===== config.mk =====
export PLATFORM = sky130hd
export DESIGN_NAME = xbar_switch_4x4
export DESIGN_NICKNAME = d
export VERILOG_FILES = /design/src/rtl/xbar_switch_4x4.sv
export SDC_FILE = /design/constraint.sdc
export NUM_CORES = 1
export LEC_CHECK = 0
export CAP_MARGIN = 10
export CORE_ASPECT_RATIO = 0.75
export CORE_MARGIN = 2
export CORE_UTILIZATION = 35
export CTS_CLUSTER_DIAMETER = 40
export DETAILED_ROUTE_END_ITERATION = 10
export PLACE_DENSITY = 0.54
export SETUP_SLACK_MARGIN = 0.4
export SLEW_MARGIN = 40
export SYNTH_ARGS = -nofsm -noshare
export SYNTH_HDL_FRONTEND = slang
export SYNTH_SLANG_ARGS = --single-unit

===== constraint.sdc =====
create_clock -name clk -period 9.4 [get_ports clk]
set_input_delay 1.41 -clock clk [delete_from_list [all_inputs] [get_ports clk]]
set_output_delay 1.41 -clock clk [all_outputs]
set_load 0.01 [all_outputs]

===== src/rtl/xbar_switch_4x4.sv =====
// 4x4 store-and-forward crossbar: loads 4 cells per input, then drains 4 routed slots.
// Optional XBAR_RR_PRIORITY_EN selects per-output round-robin arbitration instead of fixed priority.
module xbar_switch_4x4 (
   input  logic              clk,
   input  logic              rst,
   input  logic              start,
   input  logic [14:0]       iport0,
   input  logic [14:0]       iport1,
   input  logic [14:0]       iport2,
   input  logic [14:0]       iport3,
   output logic [14:0]       oport0,
   output logic [14:0]       oport1,
   output logic [14:0]       oport2,
   output logic [14:0]       oport3,
   output logic              req,
   output logic              ready
);

   localparam int unsigned CELL_W   = 15;
   localparam int unsigned DEPTH    = 4;
   localparam int unsigned NPORT    = 4;
   localparam int unsigned VLD_BIT  = 14;
   localparam int unsigned DEST_LSB = 12;

   localparam logic [1:0] st_idle  = 2'd0;
   localparam logic [1:0] st_load  = 2'd1;
   localparam logic [1:0] st_turn  = 2'd2;
   localparam logic [1:0] st_drain = 2'd3;

   logic [1:0]        state, state_nxt;
   logic [1:0]        cnt, cnt_nxt;
   logic [2:0]        slot, slot_nxt;
   logic              capture;
   logic [1:0]        cap_idx;
   logic              emit;
   logic [1:0]        sidx;

   logic [CELL_W-1:0] cbuf    [NPORT][DEPTH];
   logic [CELL_W-1:0] in_cell [NPORT];
   logic [CELL_W-1:0] route   [NPORT];
   logic [CELL_W-1:0] oreg    [NPORT];

   assign in_cell[0] = iport0;
   assign in_cell[1] = iport1;
   assign in_cell[2] = iport2;
   assign in_cell[3] = iport3;

   assign oport0 = oreg[0];
   assign oport1 = oreg[1];
   assign oport2 = oreg[2];
   assign oport3 = oreg[3];

   assign sidx = slot[1:0];

   always_ff @(posedge clk or posedge rst) begin
      if (rst) begin
         state <= st_idle;
         cnt   <= '0;
         slot  <= '0;
      end else begin
         state <= state_nxt;
         cnt   <= cnt_nxt;
         slot  <= slot_nxt;
      end
   end

   // Final drain edge doubles as an idle edge so a new frame can start 9 cycles after the last
   always_comb begin
      state_nxt = state;
      cnt_nxt   = cnt;
      slot_nxt  = slot;
      capture   = 1'b0;
      cap_idx   = cnt;
      emit      = 1'b0;
      case (state)
         st_idle: begin
            if (start) begin
               capture   = 1'b1;
               cap_idx   = 2'd0;
               cnt_nxt   = 2'd1;
               state_nxt = st_load;
            end
         end
         st_load: begin
            capture = 1'b1;
            cnt_nxt = 2'(cnt + 2'd1);
            if (cnt == 2'd3) state_nxt = st_turn;
         end
         st_turn: begin
            slot_nxt  = '0;
            state_nxt = st_drain;
         end
         st_drain: begin
            if (slot[2]) begin
               slot_nxt  = '0;
               state_nxt = st_idle;
               if (start) begin
                  capture   = 1'b1;
                  cap_idx   = 2'd0;
                  cnt_nxt   = 2'd1;
                  state_nxt = st_load;
               end
            end else begin
               emit     = 1'b1;
               slot_nxt = 3'(slot + 3'd1);
            end
         end
         default: state_nxt = st_idle;
      endcase
   end

`ifdef XBAR_RR_PRIORITY_EN
   logic [1:0] rr_ptr  [NPORT];
   logic [1:0] win_idx [NPORT];
   logic       win_vld [NPORT];

   // Scan from the pointer upward; iterating downward lets the nearest requester win
   always_comb begin
      logic [1:0] cand;
      cand = '0;
      for (int j = 0; j < NPORT; j++) begin
         route[j]   = '0;
         win_vld[j] = 1'b0;
         win_idx[j] = rr_ptr[j];
         for (int k = NPORT - 1; k >= 0; k--) begin
            cand = 2'(rr_ptr[j] + 2'(k));
            if (cbuf[cand][sidx][VLD_BIT] &&
                cbuf[cand][sidx][DEST_LSB +: 2] == 2'(j)) begin
               route[j]   = cbuf[cand][sidx];
               win_vld[j] = 1'b1;
               win_idx[j] = cand;
            end
         end
      end
   end

   always_ff @(posedge clk or posedge rst) begin
      if (rst) begin
         for (int j = 0; j < NPORT; j++) rr_ptr[j] <= '0;
      end else if (emit) begin
         for (int j = 0; j < NPORT; j++)
            if (win_vld[j]) rr_ptr[j] <= 2'(win_idx[j] + 2'd1);
      end
   end
`else
   // Fixed priority: downward scan leaves the lowest-index valid requester
   always_comb begin
      for (int j = 0; j < NPORT; j++) begin
         route[j] = '0;
         for (int i = NPORT - 1; i >= 0; i--) begin
            if (cbuf[i][sidx][VLD_BIT] &&
                cbuf[i][sidx][DEST_LSB +: 2] == 2'(j))
               route[j] = cbuf[i][sidx];
         end
      end
   end
`endif

   always_ff @(posedge clk or posedge rst) begin
      if (rst) begin
         for (int i = 0; i < NPORT; i++) begin
            oreg[i] <= '0;
            for (int d = 0; d < DEPTH; d++) cbuf[i][d] <= '0;
         end
         req   <= 1'b0;
         ready <= 1'b1;
      end else begin
         if (capture)
            for (int i = 0; i < NPORT; i++) cbuf[i][cap_idx] <= in_cell[i];
         for (int j = 0; j < NPORT; j++) oreg[j] <= emit ? route[j] : '0;
         req   <= emit;
         ready <= (state_nxt == st_idle);
      end
   end

endmodule


==> flow_summary.ini, run 1 <==
[run_status]
status = finished clean

[global_route]
grt_use_met3 = 0.0454
grt_busiest_layer = met1
use_met2 = 0.266
antenna_found_initial = 3
grt_max_degree = 84
track_usage = 0.186
use_met1 = 0.285
grt_pass1_wl_mm = 58.0
gr-total-overflow = 0
grt_pass1_vias = 9192

[timing]
fin_hold_ws_ns = 0.498
timing.setup.tns_ns = 0
worst_slack_ns = 5.36
maxSlewHeadroom = 0.442
final-max-slew-violation-count = 0
post-route-period-util = 0.430
fin_crit_ns = 4.04
rsz0062_at_grt = no
hold_violations = 0
fmax_ghz = 0.248
worst_pin_slew_ns = 0.837
finalSetupViolations = 0
fin_skew_ns = 0.0327

[logic_synthesis]
synth-seq-cells = 309
synthMuxAreaShare = 0.294
synth-compound-area-share = 0.0915
yosysWarningCount = 0
synthSimpleGateAreaFrac = 0.0231
avgSynthCellArea_um2 = 14.9
synthAdderAreaFrac = 0.00542
synth_area_leaders = dfrtp_1, mux2_2, mux4_2, o32ai_1, a221oi_1
synth_xor_area_frac = 0
yosysUniqueCellTypes = 41
yosysTopAreaCellShare = 0.556
synth_top_family_by_area = multiplexers
syn-instance-count = 929
yosysSeqAreaShare = 0.558
synth_top_area_cell = dfrtp_1
syn-cell-area_um2 = 13900

[drt]
vias = 8822
ant_nets = 0
wire_per_inst_um = 23.4
firstDrtPassIters = 5
vias_per_cell = 5.52
drc = 0
drt-total-wl_mm = 37.3
drtIter0Drc = 822

[final_layout]
layout_common_cells = dfrtp_1, mux2_2, clkdlybuf4s50_1
area_delta_synth_final_pct = 23.2
seqCellArea_um2 = 7740
drive_gt1_frac = 0.383
fin_area_um2 = 17100
nFillCells = 3527
final_common_cell = dfrtp_1
multiInputGateArea_um2 = 5830
final_nets = 1115

[worst_setup_path]
end_kind = flop
arrival_ns = 4.42
cp-start-kind = flop
crit_required_ns = 9.78
worstSetupPathType = flop to flop
cp_max_fo = 38

[floorplan]
start_util = 0.353
die-area_um2 = 41200
ioPinCount = 125
rows = 63
coreArea_um2 = 39300
die_w_um = 234
dieHeight_um = 176

[clock_tree]
cts_hold_buf = 0
clk_pin_slew_ns = 0.06
clock_sink_count = 309
cts_buffers = 43
post-cts-setup-buffers = 0
clk_latency_ns = 0.56
root_buffer = clkbuf_16
clk_path_buf_depth = 3
cts.htree.levels = 2
cts_tree = yes
cts.repair.resized = 0

[power]
clockPowerShare = 0.229
power.density_nw_per_um2 = 384
p_comb_frac = 0.431
seqPwrFrac = 0.339
power.total_uw = 6560
p_int_uw = 4170
swShare = 0.364
power.switching_uw = 2390
vdd_ir_drop_max_uv = 188
p_leak_uw = 0.00683

[placement]
detailed_place_hpwl_mm = 24.6
placed_area_um2 = 15700
port_buffers = 124
preCtsSetupSlack_ns = 5.36
gp_congestion = 0.889

[job]
maxCapViolCount = 0

[min_path]
holdCritPathClass = flop to flop
-- per-stage QoR --
| stage | utilization | cells |
|---|---|---|
| 2_1_floorplan | - | 932 |
| 3_3_place_gp | 0.397 | 1514 |
| 3_5_place_dp | 0.400 | 1521 |
| 4_1_cts | 0.434 | 1595 |
| 5_1_grt | 0.435 | 1595 |
| 6_report | 0.435 | 1599 |
-- power groups by stage --
stage / combinational [uW] / sequential, uW / clock, uW
floorplan: 2030 / 2140 / 0
global placement: 2680 / 2240 / 0
detailed placement: 2780 / 2250 / 0
CTS: 2790 / 2230 / 1540
global route: 3010 / 2300 / 1610
finish: 2830 / 2220 / 1500
-- layer usage --
layer	share of wire	vias up
met4	0.014	0
met1	0.48	4562
li1	-	3858
met3	0.077	51
met2	0.43	351
met5	0	-
-- logic make-up after synthesis --
kind of cell / count (synthesis)
flops: 309
buf+inv: 81
fa+ha+maj: 6
compound gates: 173
simple gates: 56
other cells: 1
mux: 303
-- final timing paths --
kind,startpoint,to,cells past startpoint,slack (ns)
max,slot[1]$_DFFE_PP0P_,oport3[1]$_DFF_PP0_,6,5.36
min,cbuf[2]$_DFFE_PP0P_,cbuf[2]$_DFFE_PP0P_,1,0.50
max reg2reg,slot[1]$_DFFE_PP0P_,oport3[1]$_DFF_PP0_,6,5.36
min reg2reg,cbuf[2]$_DFFE_PP0P_,cbuf[2]$_DFFE_PP0P_,1,0.50
max in group asynchronous,rst,cbuf[6]$_DFFE_PP0P_,5,7.08
min in group asynchronous,rst,cbuf[122]$_DFFE_PP0P_,3,1.28
-- flip-flops by register name, indices dropped and copies added (netlist names) --
register	flops
oport2	15
oport1	15
req	1
oport0	15
slot	3
state	2
cnt	2
oport3	15
cbuf	240
ready	1
-- cells in the mapped netlist --
library cell and count:
dfrtp_1 308, mux2_2 241, mux4_2 59, o21ai_0 52, o32ai_1 48, a221oi_1 47, clkbuf_1 38, buf_2 30
nand2_1 22, nor2_1 12, a31oi_1 10, a21oi_1 8, ha_1 6, inv_1 5, buf_4 4, nand2b_1 4
nor2b_1 4, buf_6 3, mux2i_1 3, a22o_1 2, and3b_1 2, nor3b_2 2, a21o_1 1, a221oi_2 1
a311oi_1 1, a31o_2 1, a32o_1 1, and2_1 1, and3_1 1, clkinv_1 1, conb_1 1, dfstp_2 1
nand3_1 1, nand3b_1 1, nand4b_1 1, nand4bb_1 1, nor3_2 1, nor3_4 1, nor3b_4 1, nor4bb_1 1
o21ai_1 1
-- critical path, stage by stage (launching register included) --
cell and delay [ns]:
dfrtp_4 0.76, buf_4 0.64, mux4_2 0.51, and3_1 0.46, nor3_4 0.64, a221oi_1 0.16
o32ai_1 0.60
-- area by class of cell --
cell class / count / area share
Tap cell: 520 / 0.0381
Timing Repair Buffer: 144 / 0.0869
Sequential cell: 309 / 0.453
Antenna cell: 4 / 0.000586
Multi-Input combinational cell: 542 / 0.341
Clock buffer: 48 / 0.0660
Clock inverter: 26 / 0.0119
Inverter: 6 / 0.00154
(Power assumes the default switching activity.)
==> run 2: changes to the inputs <==
--- a/config.mk
+++ b/config.mk
@@ -11,7 +11,7 @@
 export CORE_UTILIZATION = 35
 export CTS_CLUSTER_DIAMETER = 40
 export DETAILED_ROUTE_END_ITERATION = 10
-export PLACE_DENSITY = 0.54
+export PLACE_DENSITY = 0.52
 export SETUP_SLACK_MARGIN = 0.4
 export SLEW_MARGIN = 40
 export SYNTH_ARGS = -nofsm -noshare
==> constraint.sdc (replaced) <==
create_clock -name clk -period 3.94 [get_ports clk]
set_input_delay 0.591 -clock clk [delete_from_list [all_inputs] [get_ports clk]]
set_output_delay 0.591 -clock clk [all_outputs]
set_load 0.01 [all_outputs]
==> run 2 against run 1 <==
Compared with the run above: fmax is 29% higher; critical path type unchanged; largest power group unchanged; via count up 1.1%; clock skew decreased by 0.014 ns; final cell count increased by 0.63%.
==> flow_summary.ini, run 2 (synthesis results as in run 1) <==
[floorplan]
coreArea_um2 = 39300
start_util = 0.353
die-area_um2 = 41200
die_w_um = 234
dieHeight_um = 176
ioPinCount = 125
rows = 63

[timing]
finalSetupViolations = 0
final-max-slew-violation-count = 0
post-route-period-util = 0.796
maxSlewHeadroom = 0.500
worst_pin_slew_ns = 0.748
fmax_ghz = 0.319
hold_violations = 0
fin_crit_ns = 3.14
rsz0062_at_grt = no
fin_skew_ns = 0.0191

[global_route]
gr-total-overflow = 0
grt_max_degree = 119
antenna_found_initial = 0
grt_pass1_vias = 8986
track_usage = 0.188
grt_pass1_wl_mm = 58.2

[power]
p_comb_frac = 0.425
clockPowerShare = 0.239
swShare = 0.355
power.density_nw_per_um2 = 923
p_leak_uw = 0.00690
seqPwrFrac = 0.336
vdd_ir_drop_max_uv = 432
power.switching_uw = 5630
p_int_uw = 10200

[placement]
detailed_place_hpwl_mm = 25.4
gp_congestion = 0.846
port_buffers = 124
placed_area_um2 = 15800

[min_path]
holdCritPathClass = input pin to asynchronous set/reset pin

[final_layout]
largest_reg_flops = 240
area_delta_synth_final_pct = 24.1
post-route-util = 0.438
layout_common_cells = dfrtp_1, mux2_2, clkdlybuf4s50_1
nFillCells = 3592
antennaDiodeCount = 0
final_nets = 1127
fin_area_um2 = 17200
drive_gt1_frac = 0.385
final_common_cell = dfrtp_1
regMostFlops = cbuf

[worst_setup_path]
cp_max_fo = 21
crit_required_ns = 4.33
end_kind = flop
r2r_slack_ns = 0.80
arrival_ns = 3.53
cp-start-kind = flop
worstSetupPathType = flop to flop

[clock_tree]
clk_path_buf_depth = 3
cts_hold_buf = 0
cts.repair.resized = 0
post-cts-setup-buffers = 0
clk_pin_slew_ns = 0.06
cts.htree.levels = 2
cts_tree = yes
clock_sink_count = 309
clk_latency_ns = 0.54
root_buffer = clkbuf_16
cts_buffers = 42

[drt]
wire_per_inst_um = 23.6
vias = 8917
drtIter0Drc = 752
ant_nets = 0
firstDrtPassIters = 5
drc = 0
drt-total-wl_mm = 37.9
vias_per_cell = 5.54

[run_status]
status = finished clean

[job]
maxCapViolCount = 0
run 2: cell types whose count changed in the layout (fill, tap and decap cells not counted), sizes merged:
cell	previous run	this run
buf	20	33
bufinv	0	4
clkbuf	48	52
clkinv	15	8
clkinvlp	3	6
diode	4	0
inv	14	11
run 2: power groups by stage:
stage	clock (uW)	sequential, uW	combinational, uW
after floorplan	0	5110	4850
after global placement	0	5350	6580
after detailed placement	0	5380	6710
after CTS	3890	5330	6720
after global routing	4040	5510	7190
final	3790	5330	6750
run 2: path summary, 6_finish.rpt:
kind                       cells past startpoint                  start                     to
max                                            6    slot[0]$_DFFE_PP0P_    oport1[8]$_DFF_PP0_
min                                            2                    rst   oport2[12]$_DFF_PP0_
max reg2reg                                    6    slot[0]$_DFFE_PP0P_    oport1[8]$_DFF_PP0_
min reg2reg                                    1  cbuf[216]$_DFFE_PP0P_  cbuf[216]$_DFFE_PP0P_
max in group asynchronous                      3                    rst    slot[1]$_DFFE_PP0P_
min in group clk                               1  cbuf[216]$_DFFE_PP0P_  cbuf[216]$_DFFE_PP0P_
run 2: cell type report:
class	count	area [um^2]	share of cell area
clock buffers	52	1140	0.0663
clock inverters	23	262	0.0152
inverters	6	26.3	0.00153
multi-input cells	542	5800	0.337
flip-flops and latches	309	7740	0.450
well taps	520	651	0.0379
repair buffers	157	1570	0.0912
run 2: critical path: stages, from the launching register on:
cell and delay (ns):
dfrtp_4 0.73, buf_4 0.31, mux4_2 0.42, nor2b_1 0.26, nor3b_4 0.60, a221oi_1 0.16, o32ai_1 0.48
run 2: per-stage QoR:
step | TNS [ns] | hold slack [ns] | std cells | worst slack [ns] | total power (uW)
finish | 0 | 0.440 | 1609 | 0.802 | 15900
global route | 0 | 0.448 | 1609 | 0.663 | 16700
CTS | 0 | 0.425 | 1609 | 0.825 | 15900
detailed placement | 0 | 0.488 | 1534 | 0.525 | 12100
global placement | 0 | 0.484 | 1534 | 0.515 | 11900
floorplan | -235.04 | 0.474 | 932 | -0.763 | 9960
run 2: routing by layer:
| layer | vias up | share of wire | GRT usage |
|---|---|---|---|
| met2 | 324 | 0.43 | 0.270 |
| met1 | 4670 | 0.49 | 0.292 |
| met4 | 0 | 0.013 | 0.0377 |
| met5 | - | 0 | 0 |
| li1 | 3876 | - | - |
| met3 | 47 | 0.066 | 0.0388 |
